$ cat src/rtl/mini_spi_pkg.sv
// Shared types and default parameters for the Mini SPI initiator.
package mini_spi_pkg;

  typedef enum logic [2:0] {
    IDLE  = 3'd0,
    SETUP = 3'd1,
    SHIFT = 3'd2,
    HOLD  = 3'd3,
    DONE  = 3'd4
  } spi_state_t;

  localparam int unsigned MINI_SPI_DEFAULT_WIDTH   = 8;
  localparam int unsigned MINI_SPI_DEFAULT_CLK_DIV = 2;

endpackage

$ cat src/rtl/spi_shift_reg.sv
// Parallel-load, left-shifting register: serial in at LSB, serial out at MSB.
module spi_shift_reg
  import mini_spi_pkg::*;
#(
  parameter int unsigned WIDTH = MINI_SPI_DEFAULT_WIDTH
) (
  input  logic             clk,
  input  logic             clear_n,
  input  logic             load,
  input  logic [WIDTH-1:0] load_data,
  input  logic             shift_en,
  input  logic             serial_in,
  output logic [WIDTH-1:0] q,
  output logic             serial_out
);

  always_ff @(posedge clk) begin
    if (!clear_n) begin
      q <= '0;
    end else if (load) begin
      q <= load_data;
    end else if (shift_en) begin
      q <= {q[WIDTH-2:0], serial_in};
    end
  end

  assign serial_out = q[WIDTH-1];

endmodule

$ cat src/rtl/spi_controller.sv
// Mini SPI initiator, mode 0, MSB-first full-duplex frames.
// Build option MINI_SPI_LOOPBACK_EN: receive path samples internal mosi instead of miso.
module spi_controller
  import mini_spi_pkg::*;
#(
  parameter int unsigned WIDTH   = MINI_SPI_DEFAULT_WIDTH,
  parameter int unsigned CLK_DIV = MINI_SPI_DEFAULT_CLK_DIV
) (
  input  logic             clk,
  input  logic             clear_n,
  input  logic             start,
  input  logic [WIDTH-1:0] tx_data,
  output logic             busy,
  output logic             done,
  output logic [WIDTH-1:0] rx_data,
  output logic             sclk,
  output logic             cs_n,
  output logic             mosi,
  input  logic             miso
);

  localparam int unsigned DIV_W = $clog2(CLK_DIV) + 1;
  localparam int unsigned BIT_W = $clog2(WIDTH) + 1;
  localparam logic [DIV_W-1:0] DIV_LOAD = DIV_W'(CLK_DIV - 1);
  localparam logic [BIT_W-1:0] BIT_LAST = BIT_W'(WIDTH);

  spi_state_t       state;
  logic [DIV_W-1:0] div_cnt;
  logic [BIT_W-1:0] bit_cnt;
  logic [WIDTH-1:0] rx_q;
  logic [WIDTH-1:0] tx_par_unused;
  logic             rx_ser_unused;

  logic             accept_c;
  logic             half_end_c;
  logic             rise_c;
  logic             fall_c;
  logic             tx_load_c;
  logic             tx_shift_c;
  logic [WIDTH-1:0] tx_load_data_c;
  logic             rx_in_c;

  // Edge strobes: a rise ends SETUP or a low half-period; no rise after the last bit.
  assign accept_c       = start && ((state == IDLE) || (state == DONE));
  assign half_end_c     = (div_cnt == '0);
  assign rise_c         = half_end_c && ((state == SETUP) ||
                          ((state == SHIFT) && !sclk && (bit_cnt != BIT_LAST)));
  assign fall_c         = half_end_c && (state == SHIFT) && sclk;
  assign tx_shift_c     = fall_c && (bit_cnt != BIT_LAST);
  assign tx_load_c      = accept_c || ((state == HOLD) && half_end_c);
  assign tx_load_data_c = accept_c ? tx_data : '0;

`ifdef MINI_SPI_LOOPBACK_EN
  logic miso_unused;
  assign miso_unused = miso;
  assign rx_in_c     = mosi;
`else
  assign rx_in_c     = miso;
`endif

  // TX register MSB drives mosi directly; it is zeroed whenever cs_n goes high.
  spi_shift_reg #(.WIDTH(WIDTH)) u_tx (
    .clk        (clk),
    .clear_n    (clear_n),
    .load       (tx_load_c),
    .load_data  (tx_load_data_c),
    .shift_en   (tx_shift_c),
    .serial_in  (1'b0),
    .q          (tx_par_unused),
    .serial_out (mosi)
  );

  spi_shift_reg #(.WIDTH(WIDTH)) u_rx (
    .clk        (clk),
    .clear_n    (clear_n),
    .load       (1'b0),
    .load_data  ('0),
    .shift_en   (rise_c),
    .serial_in  (rx_in_c),
    .q          (rx_q),
    .serial_out (rx_ser_unused)
  );

  always_ff @(posedge clk) begin
    if (!clear_n) begin
      state   <= IDLE;
      div_cnt <= '0;
      bit_cnt <= '0;
      sclk    <= 1'b0;
      cs_n    <= 1'b1;
      busy    <= 1'b0;
      done    <= 1'b0;
      rx_data <= '0;
    end else begin
      done <= 1'b0;
      case (state)
        IDLE, DONE: begin
          if (accept_c) begin
            state   <= SETUP;
            cs_n    <= 1'b0;
            busy    <= 1'b1;
            div_cnt <= DIV_LOAD;
            bit_cnt <= '0;
          end else begin
            state <= IDLE;
          end
        end
        SETUP, SHIFT: begin
          if (!half_end_c) begin
            div_cnt <= div_cnt - DIV_W'(1);
          end else begin
            div_cnt <= DIV_LOAD;
            if (rise_c) begin
              state   <= SHIFT;
              sclk    <= 1'b1;
              bit_cnt <= bit_cnt + BIT_W'(1);
            end else if (fall_c) begin
              sclk <= 1'b0;
            end else begin
              state <= HOLD;
            end
          end
        end
        HOLD: begin
          if (!half_end_c) begin
            div_cnt <= div_cnt - DIV_W'(1);
          end else begin
            state   <= DONE;
            cs_n    <= 1'b1;
            busy    <= 1'b0;
            done    <= 1'b1;
            rx_data <= rx_q;
          end
        end
        default: state <= IDLE;
      endcase
    end
  end

endmodule

$ cat config.mk
export PLATFORM = sky130hd
export DESIGN_NAME = spi_controller
export DESIGN_NICKNAME = d
export VERILOG_FILES = /design/src/rtl/mini_spi_pkg.sv /design/src/rtl/spi_shift_reg.sv /design/src/rtl/spi_controller.sv
export SDC_FILE = /design/constraint.sdc
export NUM_CORES = 1
export LEC_CHECK = 0
export BUFFER_PORTS_ARGS = -buffer_cell sky130_fd_sc_hd__buf_4
export CAP_MARGIN = 20
export CORE_ASPECT_RATIO = 0.6
export CORE_MARGIN = 5
export CORE_UTILIZATION = 61
export CTS_CLUSTER_DIAMETER = 80
export DETAILED_ROUTE_END_ITERATION = 7
export PLACE_DENSITY = 0.83
export SLEW_MARGIN = 0
export SYNTH_ARGS = -nofsm -noshare
export SYNTH_HDL_FRONTEND = slang
export SYNTH_HIERARCHICAL = 1
export SYNTH_SLANG_ARGS = --single-unit
$ cat constraint.sdc
create_clock -name clk -period 3.69 [get_ports clk]
set_input_delay 0.1845 -clock clk [delete_from_list [all_inputs] [get_ports clk]]
set_output_delay 0.1845 -clock clk [all_outputs]
set_load 0.005 [all_outputs]
==> results of run 1 <==
==> final cells by class <==
type	count	area, µm²	share of cell area (%)
multi-input cells	168	1200	51.59
flip-flops and latches	37	740.7	31.85
repair buffers	26	195.2	8.392
clock buffers	5	68.82	2.959
well taps	45	56.30	2.421
clock inverters	3	46.29	1.990
inverters	5	18.77	0.8069
==> final timing paths <==
check                           startpoint    endpoint  slack (ns)
worst max register to register  div_cnt[0]   u_tx/q[4]        1.13
worst min register to register  rx_data[2]  rx_data[2]        0.47
worst min-delay path               clear_n        cs_n        0.22
worst max-delay path            div_cnt[0]   u_tx/q[4]        1.13
==> metal layers <==
layer | share of wire, % | vias up | wire length, µm | GRT usage (%)
li1 | - | 787 | - | -
met1 | 51 | 714 | 2057 | 26.39
met2 | 42 | 41 | 1697 | 29.95
met3 | 6.2 | 5 | 249 | 5.714
met4 | 0.67 | 0 | 27 | 4.813
met5 | 0 | - | 0 | 0
==> registers in the layout, indices dropped and copies added (netlist names) <==
register,count
rx_data,8
u_rx/q,8
u_tx/q,8
bit_cnt,4
state,3
div_cnt,2
busy,1
cs_n,1
done,1
sclk,1
==> through the flow <==
| stage | utilization [%] | power [mW] | instances | hold WS [ns] | setup slack, ns |
|---|---|---|---|---|---|
| after CTS | 72.62 | 1.221 | 289 | 0.2148 | 1.142 |
| final | 72.62 | 1.216 | 289 | 0.2198 | 1.131 |
| after floorplan | - | 0.7973 | 226 | 0.4221 | 1.570 |
| after detailed placement | 69.02 | 0.8670 | 281 | 0.4500 | 1.153 |
| after global routing | 72.62 | 1.285 | 289 | 0.2308 | 0.8846 |
| after global placement | 69.02 | 0.8613 | 281 | 0.4526 | 1.274 |
==> power groups by stage <==
stage                     combinational [mW]  sequential [mW]  clock (mW)
final                                  0.356            0.510       0.350
after detailed placement               0.349            0.518           0
after floorplan                        0.308            0.489           0
after global routing                   0.388            0.518       0.378
after CTS                              0.352            0.509       0.360
after global placement                 0.345            0.516           0
==> metrics.cfg, run 1 <==
[finish]
fin_nets=259
n_antenna_cell=0
area_growth_pct=16.55
final_area_mm2=0.002326
drive_gt1_share_pct=20.90
n_fill_cell=253
final_cell_mix=dfxtp_1 (37), nand2_1 (26), buf_4 (26)
final_common_cell=dfxtp_1

[detailed_routing]
routedWlPerCell_um=13.94
drt_wl_total_um=4030
dr.pass1.iters=5
postRouteAntennaNets=0
drt_iter0_markers=90
drcViolationCount=0
dr_total_vias=1547
viasPerCell=5.353

[cts]
post_cts_resized=0
numCtsBuffers=5
clk_path_buf_depth=2
path_clk_slew_ns=0.08
h-tree-depth=2
clkLatencyLatePin_ns=0.29
cts_num_sinks=37
hold_buffers=0
cts_tree=yes
root_buffer=clkbuf_8
cts_setup_buffers=0

[grt]
gr-total-overflow=0
grt_pass1_wl_um=6858
grt_max_degree=25
antenna_found_initial=0
globalRouteTotalUtil_pct=19.20
grt_pass1_vias=1460

[power_and_ir_drop]
peakVddDrop_uv=343.4
power_frac_comb_pct=29.3
switchingPower_uw=371.2
p_leak_nw=1.107
pwr-share-seq_pct=42.0
pwr-share-clk_pct=28.8
swShare_pct=30.52
internal_power_uw=844.8
power_density_mw_per_mm2=522.8

[setup_path]
ff2ff_path_depth=7
crit_path_max_fanout=16
cp_cell_sequence=inv_1 > ha_1 > nor2b_1 > nand3_1 > nand2_1 > or2b_1 > o211a_1
startpoint_type=register
path_class=reg2reg
path_buf_inv=1
cp-end-kind=register
worst_path_largest_cell_delay_ns=0.50
cp_top_family=simple AND/OR/NAND/NOR gates
cp.depth=7
crit_required_ns=3.87
worst_ep_arrival_time_ns=2.74
slowest_stage=nand2_1

[timing]
hold_viol_final=0
drv_slew=0
setup-tns-final_ns=0
worstMarginPinSlew_ns=0.9736
clock.fmax_ghz=0.3908
post-route-period-util_pct=69.35
grt_setup_unrepaired=false
post-route-min-period_ns=2.559
setup_viol=0
finalClockSkew_ns=0.005964
slew_headroom_pct=34.95

[floorplan]
num_rows=16
core-area_mm2=0.003203
initial_utilization_pct=62.30
design.die.area_mm2=0.004553
die_w_um=83.84
die-height_um=54.31
io_pins=25

[run]
cap_violations=0

[logic_synthesis]
syn_area_per_cell_um2=9.458
yosysWarningCount=6
netlist_area_mm2=0.001996
syn_inst=211

[place]
gp_congestion=0.8836
placed_cell_area_mm2=0.002211
io_buffers=24
dpl.hpwl_um=2803

[worst_hold_path]
hold_class=in2reg
hold_depth=2

[run_status]
status=complete, no violations

No activity file was read; power rests on OpenSTA's default activity.
==> run 2: changes to the inputs <==
--- a/config.mk
+++ b/config.mk
@@ -9,10 +9,10 @@
 export CAP_MARGIN = 20
 export CORE_ASPECT_RATIO = 0.6
 export CORE_MARGIN = 5
-export CORE_UTILIZATION = 61
+export CORE_UTILIZATION = 57
 export CTS_CLUSTER_DIAMETER = 80
 export DETAILED_ROUTE_END_ITERATION = 7
-export PLACE_DENSITY = 0.83
+export PLACE_DENSITY = 0.79
 export SLEW_MARGIN = 0
 export SYNTH_ARGS = -nofsm -noshare
 export SYNTH_HDL_FRONTEND = slang
==> constraint.sdc (replaced) <==
create_clock -name clk -period 2.7 [get_ports clk]
set_input_delay 0.135 -clock clk [delete_from_list [all_inputs] [get_ports clk]]
set_output_delay 0.135 -clock clk [all_outputs]
set_load 0.005 [all_outputs]
==> run 2 against run 1 <==
  * Clock power increased by 22%
  * Die area increased by 5.9%
  * Wire length increased by 6.9%
  * Power increased by 34%
  * Non-clock buffer count increased by 4
  * Via count increased by 5.0%
  * Sequential cell count unchanged
  * Utilization decreased by 1.7 points
  * Hold slack got worse by 0.034 ns
  * Sequential power increased by 34%
  * Critical endpoint is now u_rx/q[4]
  * Largest power group unchanged
==> metrics.cfg, run 2 (synthesis results as in run 1) <==
[run_status]
status=complete, no violations

[timing]
clock.fmax_ghz=0.4473
drv_slew=0
setup-tns-final_ns=0
worstMarginPinSlew_ns=0.5711
slew_headroom_pct=61.88
post-route-min-period_ns=2.236
hold_viol_final=0
finalClockSkew_ns=0.007081
grt_setup_unrepaired=false
post-route-period-util_pct=82.81
setup_viol=0

[grt]
grt_pass1_wl_um=7217
met3_usage_pct=8.432
use_met2_pct=26.03
grt_max_degree=25
grt_busiest_layer=met1
grt_pass1_vias=1510
gr-total-overflow=0
grt_util_met1_pct=26.61
antenna_found_initial=0
globalRouteTotalUtil_pct=18.78

[finish]
n_fill_cell=281
drive_gt1_share_pct=22.18
final_common_cell=dfxtp_1
area_growth_pct=17.37
fin_nets=263
n_antenna_cell=0
utilization_pct=70.91
top_regs=rx_data: 8 flops, u_rx/q: 8 flops, u_tx/q: 8 flops
final_cell_mix=dfxtp_1 (37), buf_4 (30), nand2_1 (26)

[power_and_ir_drop]
switchingPower_uw=509.0
swShare_pct=31.18
pwr-share-seq_pct=41.9
power_density_mw_per_mm2=696.8
pwr-share-clk_pct=26.1
power_frac_comb_pct=32.0
internal_power_mw=1.123
p_leak_nw=1.126
peakVddDrop_uv=506.6

[floorplan]
io_pins=25
design.die.area_mm2=0.004824
initial_utilization_pct=60.42
die_w_um=86.39
num_rows=16
core-area_mm2=0.003303
die-height_um=55.84

[run]
cap_violations=0

[cts]
clkLatencyLatePin_ns=0.29
cts_tree=yes
clk_path_buf_depth=2
cts_num_sinks=37
post_cts_resized=0
root_buffer=clkbuf_8
h-tree-depth=2
cts_setup_buffers=0
numCtsBuffers=5
hold_buffers=0
path_clk_slew_ns=0.07

[detailed_routing]
dr.pass1.iters=4
postRouteAntennaNets=0
routedWlPerCell_um=14.71
drcViolationCount=0
viasPerCell=5.543
dr_total_vias=1624
drt_iter0_markers=124
drt_wl_total_um=4309

[setup_path]
path_class=reg2reg
crit_required_ns=2.88
cp-end-kind=register
startpoint_type=register
crit_path_max_fanout=8
ff2ff_path_depth=8
worst_ep_arrival_time_ns=2.42

[worst_hold_path]
hold_depth=2
hold_class=in2reg

[place]
io_buffers=24
gp_congestion=0.8388
dpl.hpwl_um=3018

-- run 2: metrics by stage --
step | hold WS, ns | area [µm²] | instances | setup slack (ns) | total power, mW
5_1_grt | 0.1813 | 2342 | 293 | 0.3634 | 1.726
3_3_place_gp | 0.4461 | 2241 | 285 | 0.5941 | 1.196
3_5_place_dp | 0.4478 | 2241 | 285 | 0.4984 | 1.206
2_1_floorplan | 0.3726 | 2052 | 226 | 0.5798 | 1.090
6_report | 0.1860 | 2342 | 293 | 0.4643 | 1.632
4_1_cts | 0.1737 | 2342 | 293 | 0.4600 | 1.632
-- run 2: worst max-delay path: stages (launching register included) --
cell	delay (ns)
dfxtp_1	0.41
inv_1	0.11
ha_1	0.21
and3b_4	0.19
o31a_1	0.35
nor2_1	0.12
buf_4	0.21
mux2_4	0.31
o211a_1	0.22
-- run 2: final cells by class --
cell class,count,area [µm²],area share [%]
clock buffers,7,96.34,4.113
clock inverters,1,5.005,0.2137
inverters,5,18.77,0.8013
multi-input cells,168,1200,51.23
flip-flops and latches,37,740.7,31.62
well taps,45,56.30,2.404
repair buffers,30,225.2,9.615
-- run 2: path summary, 6_finish.rpt --
path / start / end / slack [ns]
worst max register to register: bit_cnt[0] / u_rx/q[4] / 0.46
worst min register to register: rx_data[4] / rx_data[4] / 0.46
worst max-delay path: bit_cnt[0] / u_rx/q[4] / 0.46
worst min-delay path: clear_n / cs_n / 0.19
-- run 2: per-layer routing --
layer	part of all wire (%)	vias to the layer above	wire length, µm
li1	-	796	-
met1	49	763	2096
met2	42	59	1803
met3	8.7	6	376
met4	0.77	0	33
met5	0	-	0
-- run 2: power groups by stage --
| stage | logic [mW] | registers, mW | clock network, mW |
|---|---|---|---|
| 3_5_place_dp | 0.511 | 0.695 | 0 |
| 4_1_cts | 0.518 | 0.682 | 0.431 |
| 6_report | 0.522 | 0.684 | 0.426 |
| 3_3_place_gp | 0.505 | 0.691 | 0 |
| 5_1_grt | 0.572 | 0.695 | 0.460 |
| 2_1_floorplan | 0.421 | 0.668 | 0 |
==> run 3: changes to the inputs <==
==> constraint.sdc (replaced) <==
create_clock -name clk -period 2.09 [get_ports clk]
set_input_delay 0.1045 -clock clk [delete_from_list [all_inputs] [get_ports clk]]
set_output_delay 0.1045 -clock clk [all_outputs]
set_load 0.005 [all_outputs]
==> run 3 against run 2 <==
  * Design area grew 0.85%
  * Critical path depth is the same
  * Maximum frequency grew 12%
  * Setup slack lost 0.37 ns
  * Critical endpoint is now u_rx/q[7]
  * Non-clock buffer count grew 3
  * Power grew 28%
  * Hold slack lost 0.045 ns
==> metrics.cfg, run 3 (synthesis results as in run 1) <==
[detailed_routing]
dr_total_vias=1590
drt_wl_total_um=4168
dr.pass1.iters=5
routedWlPerCell_um=14.08
drt_iter0_markers=115
drcViolationCount=0
viasPerCell=5.372
postRouteAntennaNets=0

[setup_path]
worst_path_largest_cell_delay_ns=0.34
startpoint_type=register
startpoint=bit_cnt[0]
path_class=reg2reg
cp-end-kind=register
r2r_start=bit_cnt[0]
slowest_stage=dfxtp_2
cp_top_family=compound AO/OA/AOI/OAI gates
path_buf_inv=2
worst_ep_arrival_time_ns=2.18
crit_path_max_fanout=8
cp_cell_sequence=inv_2 > ha_1 > and3b_4 > o31a_1 > nor2_1 > buf_6 > mux2_4 > o211a_1
crit_required_ns=2.27

[timing]
post-route-period-util_pct=95.40
whs_ns=0.1409
post-route-min-period_ns=1.994
setup-tns-final_ns=0
grt_setup_unrepaired=false
clock.fmax_ghz=0.5015
worstMarginPinSlew_ns=0.5267
slew_headroom_pct=64.85
drv_slew=0
finalClockSkew_ns=0.01000
hold_viol_final=0
setup_viol=0

[grt]
gr-total-overflow=0
grt_pass1_wl_um=7238
grt_max_degree=25
antenna_found_initial=0
globalRouteTotalUtil_pct=18.69
grt_pass1_vias=1554

[finish]
final_common_cell=dfxtp_1
n_antenna_cell=0
utilization_pct=71.52
area_growth_pct=18.37
top_regs=rx_data: 8 flops, u_rx/q: 8 flops, u_tx/q: 8 flops
stdcell_count=296
final_area_mm2=0.002362
fin_nets=266
final_cell_mix=dfxtp_1 (35), buf_4 (32), nand2_1 (26)
drive_gt1_share_pct=24.70

[cts]
h-tree-depth=2
hold_buffers=0
root_buffer=clkbuf_8
cts_tree=yes
cts_num_sinks=37
post_cts_resized=0
clkLatencyLatePin_ns=0.29
cts_setup_buffers=0
clk_path_buf_depth=2
path_clk_slew_ns=0.08
numCtsBuffers=5

[floorplan]
initial_utilization_pct=60.42
io_pins=25
die_w_um=86.39
design.die.area_mm2=0.004824
core-area_mm2=0.003303
die-height_um=55.84
num_rows=16

[place]
io_buffers=24
gp_congestion=0.8870
dp_cells=288
dpl.hpwl_um=2902
placed_cell_area_mm2=0.002266

[run_status]
status=complete, no violations

[worst_hold_path]
hold_class=in2reg
hold_start=clear_n

[power_and_ir_drop]
peakVddDrop_uv=411.3
p_leak_nw=1.134
power_density_mw_per_mm2=887.4

[run]
cap_violations=0

[run 3: cell count changes in the layout (fill, tap and decap cells not counted), sizes merged]
cell / previous run / this run
buf: 30 / 33
clkinvlp: 0 / 1
inv: 5 / 6
clkbuf: 7 / 5
[run 3: per-layer routing]
metal	vias to the layer above	track usage (%)	share of wire, %
li1	800	-	-
met1	738	26.19	51
met2	48	27.02	42
met3	4	5.473	6.2
met4	0	6.667	1.2
met5	-	0	0
[run 3: final timing paths]
check | slack (ns) | cells after the start | endpoint
min reg2reg | 0.46 | 2 | rx_data[2]
max | 0.1 | 8 | u_rx/q[7]
min | 0.14 | 2 | cs_n
max reg2reg | 0.1 | 8 | u_rx/q[7]
[run 3: worst register-to-register path: cells and delay by family (launching register included)]
kind | cells | cell delay (ns)
adder cells (fa/ha/maj) | 1 | 0.19
multiplexers | 1 | 0.31
AO/OA/AOI/OAI | 2 | 0.49
AND/OR/NAND/NOR | 2 | 0.33
flip-flops | 1 | 0.34
buffers and inverters | 2 | 0.24
[run 3: area by class of cell]
cell class	instances	area (µm²)
Clock buffer	5	68.82
Multi-Input combinational cell	168	1202
Tap cell	45	56.30
Inverter	5	18.77
Clock inverter	3	21.27
Sequential cell	37	743.2
Fill cell	277	940.9
Timing Repair Buffer	33	251.5
[run 3: power by group]
part,internal [mW],total [mW],switching [mW]
combinational,0.386,0.723,0.337
clock,0.236,0.505,0.269
sequential,0.794,0.868,0.0737
[run 3: metrics by stage]
step	total power [mW]	worst slack, ns
6_report	2.096	0.09615
5_1_grt	2.223	0.01150
4_1_cts	2.093	0.05316
3_3_place_gp	1.574	0.1373
2_1_floorplan	1.409	0.06335
3_5_place_dp	1.580	0.07548
